**src/rtl/puf_keygen_engine.sv**
```systemverilog
// PUF key-generation engine: scrambles a raw PUF response with a challenge-seeded Galois LFSR,
// then passes it through, enrolls a key (code-offset helper) or reconstructs one (repetition majority).
module puf_keygen_engine #(
  parameter int KEY_W = 128,
  parameter int REP = 3,
  parameter int LANES = 16,
  parameter int SEED_W = 8,
  parameter logic [SEED_W-1:0] POLY = 8'hB8,
  parameter int ERR_THR = 16,
  localparam int DATA_W = KEY_W * REP,
  localparam int CNT_W = $clog2(KEY_W + 1)
) (
  input  logic              clk,
  input  logic              Resetn,
  input  logic              PUF_Go,
  input  logic [1:0]        Op_Type,
  input  logic [SEED_W-1:0] Challenge_Seed,
  input  logic [DATA_W-1:0] data_in,
  input  logic [DATA_W-1:0] i_helper,
  input  logic [KEY_W-1:0]  key_in,
  output logic [DATA_W-1:0] data_out,
  output logic [KEY_W-1:0]  key_out,
  output logic [CNT_W-1:0]  err_count,
  output logic              PUF_Busy,
  output logic              PUF_Done,
  output logic              PUF_Err
);

  localparam int NCYC = KEY_W / LANES;
  localparam int CH = LANES * REP;
  localparam int CYC_W = (NCYC > 1) ? $clog2(NCYC) : 1;

  typedef enum logic [1:0] {S_IDLE, S_LOAD, S_PROC, S_DONE} state_t;

  state_t              state_reg, state_next;
  logic [1:0]          op_reg;
  logic [SEED_W-1:0]   lfsr_reg;
  logic [DATA_W-1:0]   data_reg;
  logic [DATA_W-1:0]   helper_reg;
  logic [KEY_W-1:0]    key_reg;
  logic [DATA_W-CH-1:0]   acc_data_reg;
  logic [KEY_W-LANES-1:0] acc_key_reg;
  logic [CNT_W-1:0]    acc_err_reg;
  logic [CYC_W-1:0]    cyc_reg;

  logic                last_cyc;
  logic [SEED_W-1:0]   lfsr_chain [0:CH];
  logic [CH-1:0]       stream;
  logic [CH-1:0]       r_chunk;
  logic [CH-1:0]       enr_chunk;
  logic [LANES-1:0]    maj;
  logic [LANES-1:0]    non_unan;
  logic [CH-1:0]       out_chunk;
  logic [LANES-1:0]    key_chunk;
  logic [CNT_W-1:0]    err_step;
  logic [DATA_W-1:0]   final_data;
  logic [KEY_W-1:0]    final_key;
  logic [CNT_W-1:0]    final_err;

  assign last_cyc = (cyc_reg == CYC_W'(NCYC - 1));
  assign PUF_Busy = (state_reg == S_LOAD) || (state_reg == S_PROC);
  assign PUF_Done = (state_reg == S_DONE);

  always_comb begin
    state_next = state_reg;
    case (state_reg)
      S_IDLE: if (PUF_Go) state_next = (Op_Type == 2'd3) ? S_DONE : S_LOAD;
      S_LOAD: state_next = S_PROC;
      S_PROC: if (last_cyc) state_next = S_DONE;
      S_DONE: state_next = S_IDLE;
      default: state_next = S_IDLE;
    endcase
  end

  // One PROC cycle consumes CH stream bits: the LFSR is unrolled CH steps.
  assign lfsr_chain[0] = lfsr_reg;
  generate
    for (genvar gi = 0; gi < CH; gi++) begin : g_lfsr
      assign stream[gi] = lfsr_chain[gi][0];
      assign lfsr_chain[gi+1] = (lfsr_chain[gi] >> 1) ^ (lfsr_chain[gi][0] ? POLY : '0);
    end
  endgenerate

  assign r_chunk = data_reg[CH-1:0] ^ stream;

  generate
    for (genvar gi = 0; gi < LANES; gi++) begin : g_lane
      logic [REP-1:0] vote;
      assign enr_chunk[gi*REP +: REP] = r_chunk[gi*REP +: REP] ^ {REP{key_reg[gi]}};
      assign vote = r_chunk[gi*REP +: REP] ^ helper_reg[gi*REP +: REP];
      assign maj[gi] = ($countones(vote) > (REP / 2));
      assign non_unan[gi] = (vote != '0) && (vote != {REP{1'b1}});
    end
  endgenerate

  always_comb begin
    out_chunk = '0;
    key_chunk = '0;
    err_step  = '0;
    case (op_reg)
      2'd0: out_chunk = r_chunk;
      2'd1: begin
        out_chunk = enr_chunk;
        key_chunk = key_reg[LANES-1:0];
      end
      2'd2: begin
        key_chunk = maj;
        err_step  = CNT_W'($countones(non_unan));
      end
      default: ;
    endcase
  end

  // Results fill from the top and shift down, so chunk 0 lands at bit 0 after NCYC cycles.
  assign final_data = {out_chunk, acc_data_reg};
  assign final_key  = {key_chunk, acc_key_reg};
  assign final_err  = acc_err_reg + err_step;

  always_ff @(posedge clk) begin
    if (!Resetn) begin
      state_reg    <= S_IDLE;
      op_reg       <= '0;
      lfsr_reg     <= '0;
      data_reg     <= '0;
      helper_reg   <= '0;
      key_reg      <= '0;
      acc_data_reg <= '0;
      acc_key_reg  <= '0;
      acc_err_reg  <= '0;
      cyc_reg      <= '0;
      data_out     <= '0;
      key_out      <= '0;
      err_count    <= '0;
      PUF_Err      <= 1'b0;
    end else begin
      state_reg <= state_next;
      case (state_reg)
        S_IDLE: begin
          if (PUF_Go) begin
            op_reg      <= Op_Type;
            data_reg    <= data_in;
            helper_reg  <= i_helper;
            key_reg     <= key_in;
            lfsr_reg    <= (Challenge_Seed == '0) ? '1 : Challenge_Seed;
            cyc_reg     <= '0;
            acc_err_reg <= '0;
            if (Op_Type == 2'd3) begin
              data_out  <= '0;
              key_out   <= '0;
              err_count <= '0;
              PUF_Err   <= 1'b1;
            end
          end
        end
        S_PROC: begin
          lfsr_reg     <= lfsr_chain[CH];
          data_reg     <= data_reg >> CH;
          helper_reg   <= helper_reg >> CH;
          key_reg      <= key_reg >> LANES;
          acc_data_reg <= final_data[DATA_W-1:CH];
          acc_key_reg  <= final_key[KEY_W-1:LANES];
          acc_err_reg  <= final_err;
          cyc_reg      <= cyc_reg + 1'b1;
          if (last_cyc) begin
            data_out  <= final_data;
            key_out   <= final_key;
            err_count <= final_err;
            PUF_Err   <= (op_reg == 2'd2) && (final_err > CNT_W'(ERR_THR));
          end
        end
        default: ;
      endcase
    end
  end

endmodule

```
**config.mk**
```make
export PLATFORM = sky130hd
export DESIGN_NAME = puf_keygen_engine
export DESIGN_NICKNAME = d
export VERILOG_FILES = /design/src/rtl/puf_keygen_engine.sv
export SDC_FILE = /design/constraint.sdc
export NUM_CORES = 2
export LEC_CHECK = 0
export ABC_CLOCK_PERIOD_IN_PS = 8600
export CAP_MARGIN = 25
export CORE_AREA = 2 2 566 568
export DETAILED_ROUTE_END_ITERATION = 16
export DIE_AREA = 0 0 568 570
export PLACE_DENSITY_LB_ADDON = 0.05
export SLEW_MARGIN = 10
export SYNTH_ARGS = -nofsm -noshare
export SYNTH_HDL_FRONTEND = slang
export SYNTH_SLANG_ARGS = --single-unit
```
**constraint.sdc**
```tcl
create_clock -name clk -period 8.6 [get_ports clk]
set_input_delay 1.29 -clock clk [delete_from_list [all_inputs] [get_ports clk]]
set_output_delay 1.29 -clock clk [all_outputs]
set_load 0.01 [all_outputs]
```
======== Yosys cells after proc, flatten, opt, wreduce, memory -nomap -nowiden ========
Cells that the tools add are included.
storage, ports and cells
  logic and storage cells ................. 313
  flip-flop bits (word level) ............. 1888
  output and inout bits ................... 523
  input bits .............................. 909
cells by class
  reductions and logical operators ........ 42
  equal/unequal tests ..................... 26
  $lt $le $gt $ge ......................... 17
  bitwise operators ....................... 81
  muxes and demuxes ....................... 84
  add/sub/neg operators ................... 49
operators with widths
  kind                                                            count
  case mux 384 bit (2 select lines)                               3
  2-to-1 mux 384 bit                                              5
  2-to-1 mux 128 bit                                              4
  case mux 128 bit (2 select lines)                               2
  2-to-1 mux 8 bit                                                55
  bitwise XOR 7 x 8 -> 8 bit                                      48
  case mux 48 bit (2 select lines)                                1
  bitwise XOR 3 bit                                               32
  adder 1 x 1 -> 2 bit                                            24
  adder 2 x 1 -> 3 bit                                            16
  greater-than comparator 3 x 1 -> 1 bit (second input constant)  16
  inequality test 3 bit (second input constant)                   16
  case mux 8 bit (2 select lines)                                 3
  nonzero test 3 bit                                              16
  bitwise XOR 48 bit                                              1
  case mux 16 bit (2 select lines)                                1
  logical AND 1 bit                                               17
  adder 2 x 2 -> 3 bit                                            4
  adder 3 x 3 -> 4 bit                                            2
  adder 8 bit                                                     1
  == test 2 bit (second input constant)                           4
  greater-than comparator 8 x 5 -> 1 bit (second input constant)  1
  logical NOT 8 bit                                               1
  case mux 2 bit (4 select lines)                                 1
  other kinds (15)                                                25

======== Logic depth before layout (Yosys ltp) ========
  depth after elaboration ................. 108
  gate-level depth with buffers ........... 27
  gate-level depth less buffers ........... 26

======== Least setup slack after synthesis ========
OpenSTA, ideal clock, no wires.
  path type ............................... flip-flop to flip-flop
  start ................................... reg lfsr_reg[5]
  end ..................................... reg PUF_Err
  path buffers ............................ 1
  data arrival time ....................... 6.258 ns
  setup slack ............................. 2.206 ns
  required time ........................... 8.464 ns
  setup time .............................. 0.136 ns
  stages on the path, launching flop included .. 26
  cells stage by stage .................... dfxtp_1 > buf_6 > xor3_2 > xnor2_2 > xnor2_2 > xor2_1 > or2_1 > o21ai_1 > fa_1 > fa_1 > inv_1 > fa_1 > inv_1 > fa_1 > inv_1 > ha_1 > fa_1 > xnor2_1 > nor2_1 > ha_1 > a211oi_1 > nor2_1 > xor2_1 > o41a_1 > a311oi_1 > o32ai_1
between the ends
  cells in the longest elaborated chain, start to end .. 71
  elaborated cells between the ends (all ways) .. 160
  those cells by class .................... add/sub: 16; order compare: 1; eq/ne: 14; mux: 38; bitwise: 62; reduce/logical: 29
ends and longest elaborated chain
  item                                                                          RTL line  source
  start, declared                                                               37        logic [SEED_W-1:0] lfsr_reg;
  start signal, assigned                                                        144       lfsr_reg <= (Challenge_Seed == '0) ? '1 : Challenge_Seed;
  start signal, assigned                                                        156       lfsr_reg <= lfsr_chain[CH];
  bitwise XOR 7 x 8 -> 8 bit (*) (5 in series)                                  80        assign lfsr_chain[gi+1] = (lfsr_chain[gi] >> 1) ^ (lfsr_chain[gi][0] ? POLY : '0);
  2-to-1 mux 8 bit                                                              80
  bitwise XOR 7 x 8 -> 8 bit (4 in series)                                      80
  2-to-1 mux 8 bit or bitwise XOR 7 x 8 -> 8 bit (tied branches)                80
  bitwise XOR 7 x 8 -> 8 bit or 2-to-1 mux 8 bit (tied branches) (2 in series)  80
  bitwise XOR 7 x 8 -> 8 bit (2 in series)                                      80
  2-to-1 mux 8 bit or bitwise XOR 7 x 8 -> 8 bit (tied branches)                80
  bitwise XOR 7 x 8 -> 8 bit or 2-to-1 mux 8 bit (tied branches) (2 in series)  80
  [... 45 more ...]                                                             -
  adder 3 x 3 -> 4 bit (not written as such)                                    108       err_step = CNT_W'($countones(non_unan));
  adder 4 x 4 -> 5 bit (not written as such) (*)                                108
  2-to-1 mux 8 bit (*)                                                          100       case (op_reg)
  adder 8 bit (*)                                                               117       assign final_err = acc_err_reg + err_step;
  greater-than comparator 8 x 5 -> 1 bit (*)                                    168       PUF_Err <= (op_reg == 2'd2) && (final_err > CNT_W'(ERR_THR));
  logical AND 1 bit (*)                                                         168
  2-to-1 mux 1 bit (*)                                                          164       if (last_cyc) begin
  case mux 1 bit (2 select lines) (*)                                           137       case (state_reg)
  end signal, assigned                                                          168
  end, declared                                                                 26        output logic PUF_Err
Every way passes the cells marked *; elsewhere a longest branch is shown, timed or not. The select of a mux whose other input is x is not followed.
A chain may end at the register's enable or synchronous reset.

======== Worst setup path after layout ========
Ends and elaborated chain as after synthesis.

==> impl_metrics.json <==
{
  "syn-instance-count": 8245,
  "fin_skew_ps": 76.6,
  "synth_ff_type": "dfxtp_1",
  "power.internal_uw": 23400,
  "cp.buffers_inverters": 3,
  "placed_cells": 13200,
  "layout-drive-gt1-share_pct": 5.16,
  "leakagePower_uw": 0.0346,
  "cts_made_buffers": 236,
  "cellPowerDensity_nw_per_um2": 396,
  "postCtsSetupBuffers": 0,
  "fin_cells": 13700,
  "min_path_cells": 2,
  "place_area_um2": 94000,
  "clock_power_share_pct": 24.8,
  "cts_resized": 0,
  "die_area_um2": 324000,
  "clk_pin_slew_ps": 60,
  "tightest_slew_ps": 1250,
  "tritoncts": "done",
  "final_common_cell": "dfxtp_1",
  "io_buffers": 1431,
  "root_buffer": "clkbuf_16",
  "r2r-end": "PUF_Err",
  "hold_path.class": "reg2reg",
  "drtIter0Drc": 3822,
  "synth_top_area_share_pct": 49.5,
  "drc": 0,
  "start_kind": "register",
  "required_ps": 9340,
  "fp.coreArea_um2": 317000,
  "post_drt_via_cell_ratio": 4.67,
  "yosys_warnings": 0,
  "ys_seq_area_share_pct": 49.5,
  "syn_nets": 9199,
  "die_h_um": 570,
  "hold-worst-slack_ps": 448,
  "cpMostUsedCell": "fa_1",
  "synth.area.top_cells": "dfxtp_1, mux2i_1, a211oi_1, nor2_1, a21oi_1",
  "swShare_pct": 42.0,
  "final_cell_area_um2": 102000,
  "syn_area_per_cell_um2": 9.25,
  "pwr-share-comb_pct": 45.2,
  "crit_family": "adder cells",
  "maxCapViolCount": 0,
  "final_nets": 10200,
  "antenna_found_initial": 226,
  "worst-r2r-setup-slack_ps": 1250,
  "final_core_util_pct": 32.1,
  "track_usage_pct": 21.5,
  "gp_congestion": 0.823,
  "period_share_pct": 85.5,
  "rows": 207,
  "min_to": "data_out[354]",
  "setup_tns_ps": 0,
  "grt_max_degree": 226,
  "postCtsHoldBufs": 0,
  "grt_first_pass_wirelength_mm": 500,
  "vias": 63900,
  "synth_seq_cells": 1888,
  "grt_pass1_vias": 62600,
  "hpwlAfterDp_mm": 273,
  "max_stage_delay_ps": 750,
  "cts_buffer_depth": 4,
  "reg2reg_depth": 24,
  "critPathKind": "reg2reg",
  "cts_htree_levels": 4,
  "rsz0062_at_grt": "false",
  "async_flop_share_pct": 0,
  "setup_viol": 0,
  "final_cell_mix": "dfxtp_1, clkdlybuf4s50_1, nor2_1, mux2i_1, a211oi_1",
  "dr.pass1.iters": 5,
  "vdd_ir_drop_max_uv": 1730,
  "clkSinkCount": 1888,
  "insertion_delay_ps": 930,
  "worst_slew_margin_rel_pct": 16.6,
  "synth_edf_count": 0,
  "synth_top_cell_by_area": "dfxtp_1",
  "period_needed_ps": 7350,
  "wirelength_mm": 363,
  "worstHoldStart": "data_out[354]",
  "synth_area_um2": 76300,
  "arrival_ps": 8090,
  "synth.distinct_cells": 61,
  "start_util_pct": 24.0,
  "cp_max_fo": 9,
  "detail_route.wl_per_cell_um": 26.5,
  "die_w_um": 568,
  "endpoint_kind": "register",
  "max_freq_mhz": 136,
  "p_sw_uw": 17000,
  "maxSlewViolCount": 0,
  "hold_violations": 0,
  "crit_slowest_cell": "dfxtp_1",
  "grt-ovfl-total": 0,
  "crit_chain": "xor3_2 -> xnor2_2 -> xnor2_2 -> xor2_1 -> or2_1 -> o21ai_1 -> fa_1 -> fa_1 -> inv_1 -> fa_1 -> inv_1 -> fa_1 -> inv_1 -> ha_1 -> fa_1 -> xnor2_1 -> nor2_1 -> ha_1 -> a211oi_1 -> nor2_1 -> xor2_1 -> o41a_1 -> a311oi_1 -> o32ai_1",
  "status": "finished, final reports clean",
  "syn_to_final_growth_pct": 33.6,
  "seqPwrFrac_pct": 30.0,
  "ant_nets": 0,
  "reg2reg_from": "lfsr_reg[5]",
  "num_io_pins": 1432
}
[synth_stat cells, types with 7 or more instances]
library cell	instances
clkbuf_1	548
a21o_1	7
mux2i_1	1172
a31oi_1	17
o21ai_1	14
xnor2_2	14
a2bb2oi_1	12
xnor2_1	91
ha_1	34
nand3_1	513
a211oi_1	791
nand2_1	584
buf_2	114
nor2_1	1355
a21oi_1	564
buf_1	82
inv_1	37
dfxtp_1	1888
xor2_1	52
nor3_1	17
o21ai_0	87
fa_1	11
a22oi_1	133
xnor3_1	8
[per-stage QoR]
stage	power (uW)	setup slack, ps
after global routing	43100	829
after global placement	31100	1070
after floorplan	24400	2210
after detailed placement	30900	1160
final	40300	1250
after CTS	41100	1180
[worst max-delay path by stage]
stage | startpoint | endpoint | slack [ps] | depth (start not counted)
2_1_floorplan | lfsr_reg[5] | PUF_Err | 2210 | 25
3_5_place_dp | lfsr_reg[5] | PUF_Err | 1160 | 24
5_1_grt | lfsr_reg[5] | PUF_Err | 830 | 24
6_report | lfsr_reg[5] | PUF_Err | 1250 | 24
3_3_place_gp | lfsr_reg[5] | PUF_Err | 1070 | 24
4_1_cts | lfsr_reg[5] | PUF_Err | 1180 | 24
[area by class of cell]
class	instances	area, um2
Clock inverter	39	505
Tap cell	4180	5230
Clock buffer	383	7210
Fill cell	33000	215000
Timing Repair Buffer	1533	15400
Multi-Input combinational cell	5568	35400
Sequential cell	1888	37800
Antenna cell	58	145
Inverter	38	150
[per-layer routing]
layer / track usage, % / vias to the layer above / routed length, um
met3: 6.66 / 655 / 25100
met1: 25.8 / 30300 / 152000
met2: 37.0 / 1621 / 175000
met4: 5.70 / 170 / 10200
li1: - / 31200 / -
met5: 0 / - / 1090
[power groups by stage]
stage / Sequential [uW] / Combinational, uW / Clock (uW)
global route: 12300 / 20100 / 10700
global placement: 12300 / 18900 / 0
finish: 12100 / 18200 / 10000
floorplan: 11600 / 12800 / 0
CTS: 12100 / 18600 / 10400
detailed placement: 12300 / 18600 / 0
[worst min-delay path, stage by stage (launching register included)]
cell and delay, ps:
dfxtp_1 300, nand2_1 50, o21ai_1 50
[logic make-up (layout without fill, tap and decap cells)]
family | Yosys count | count (layout) | synth area share, %
simple gates | 2505 | 2505 | 13.3
compound gates | 1670 | 1670 | 14.3
xor+xnor | 174 | 174 | 2.43
flops | 1888 | 1888 | 49.5
buf+inv | 789 | 1993 | 4.11
mux | 1174 | 1174 | 15.4
fa+ha+maj | 45 | 45 | 0.846
other cells | 0 | 58 | 0
Power figures use the tool's default switching activity.
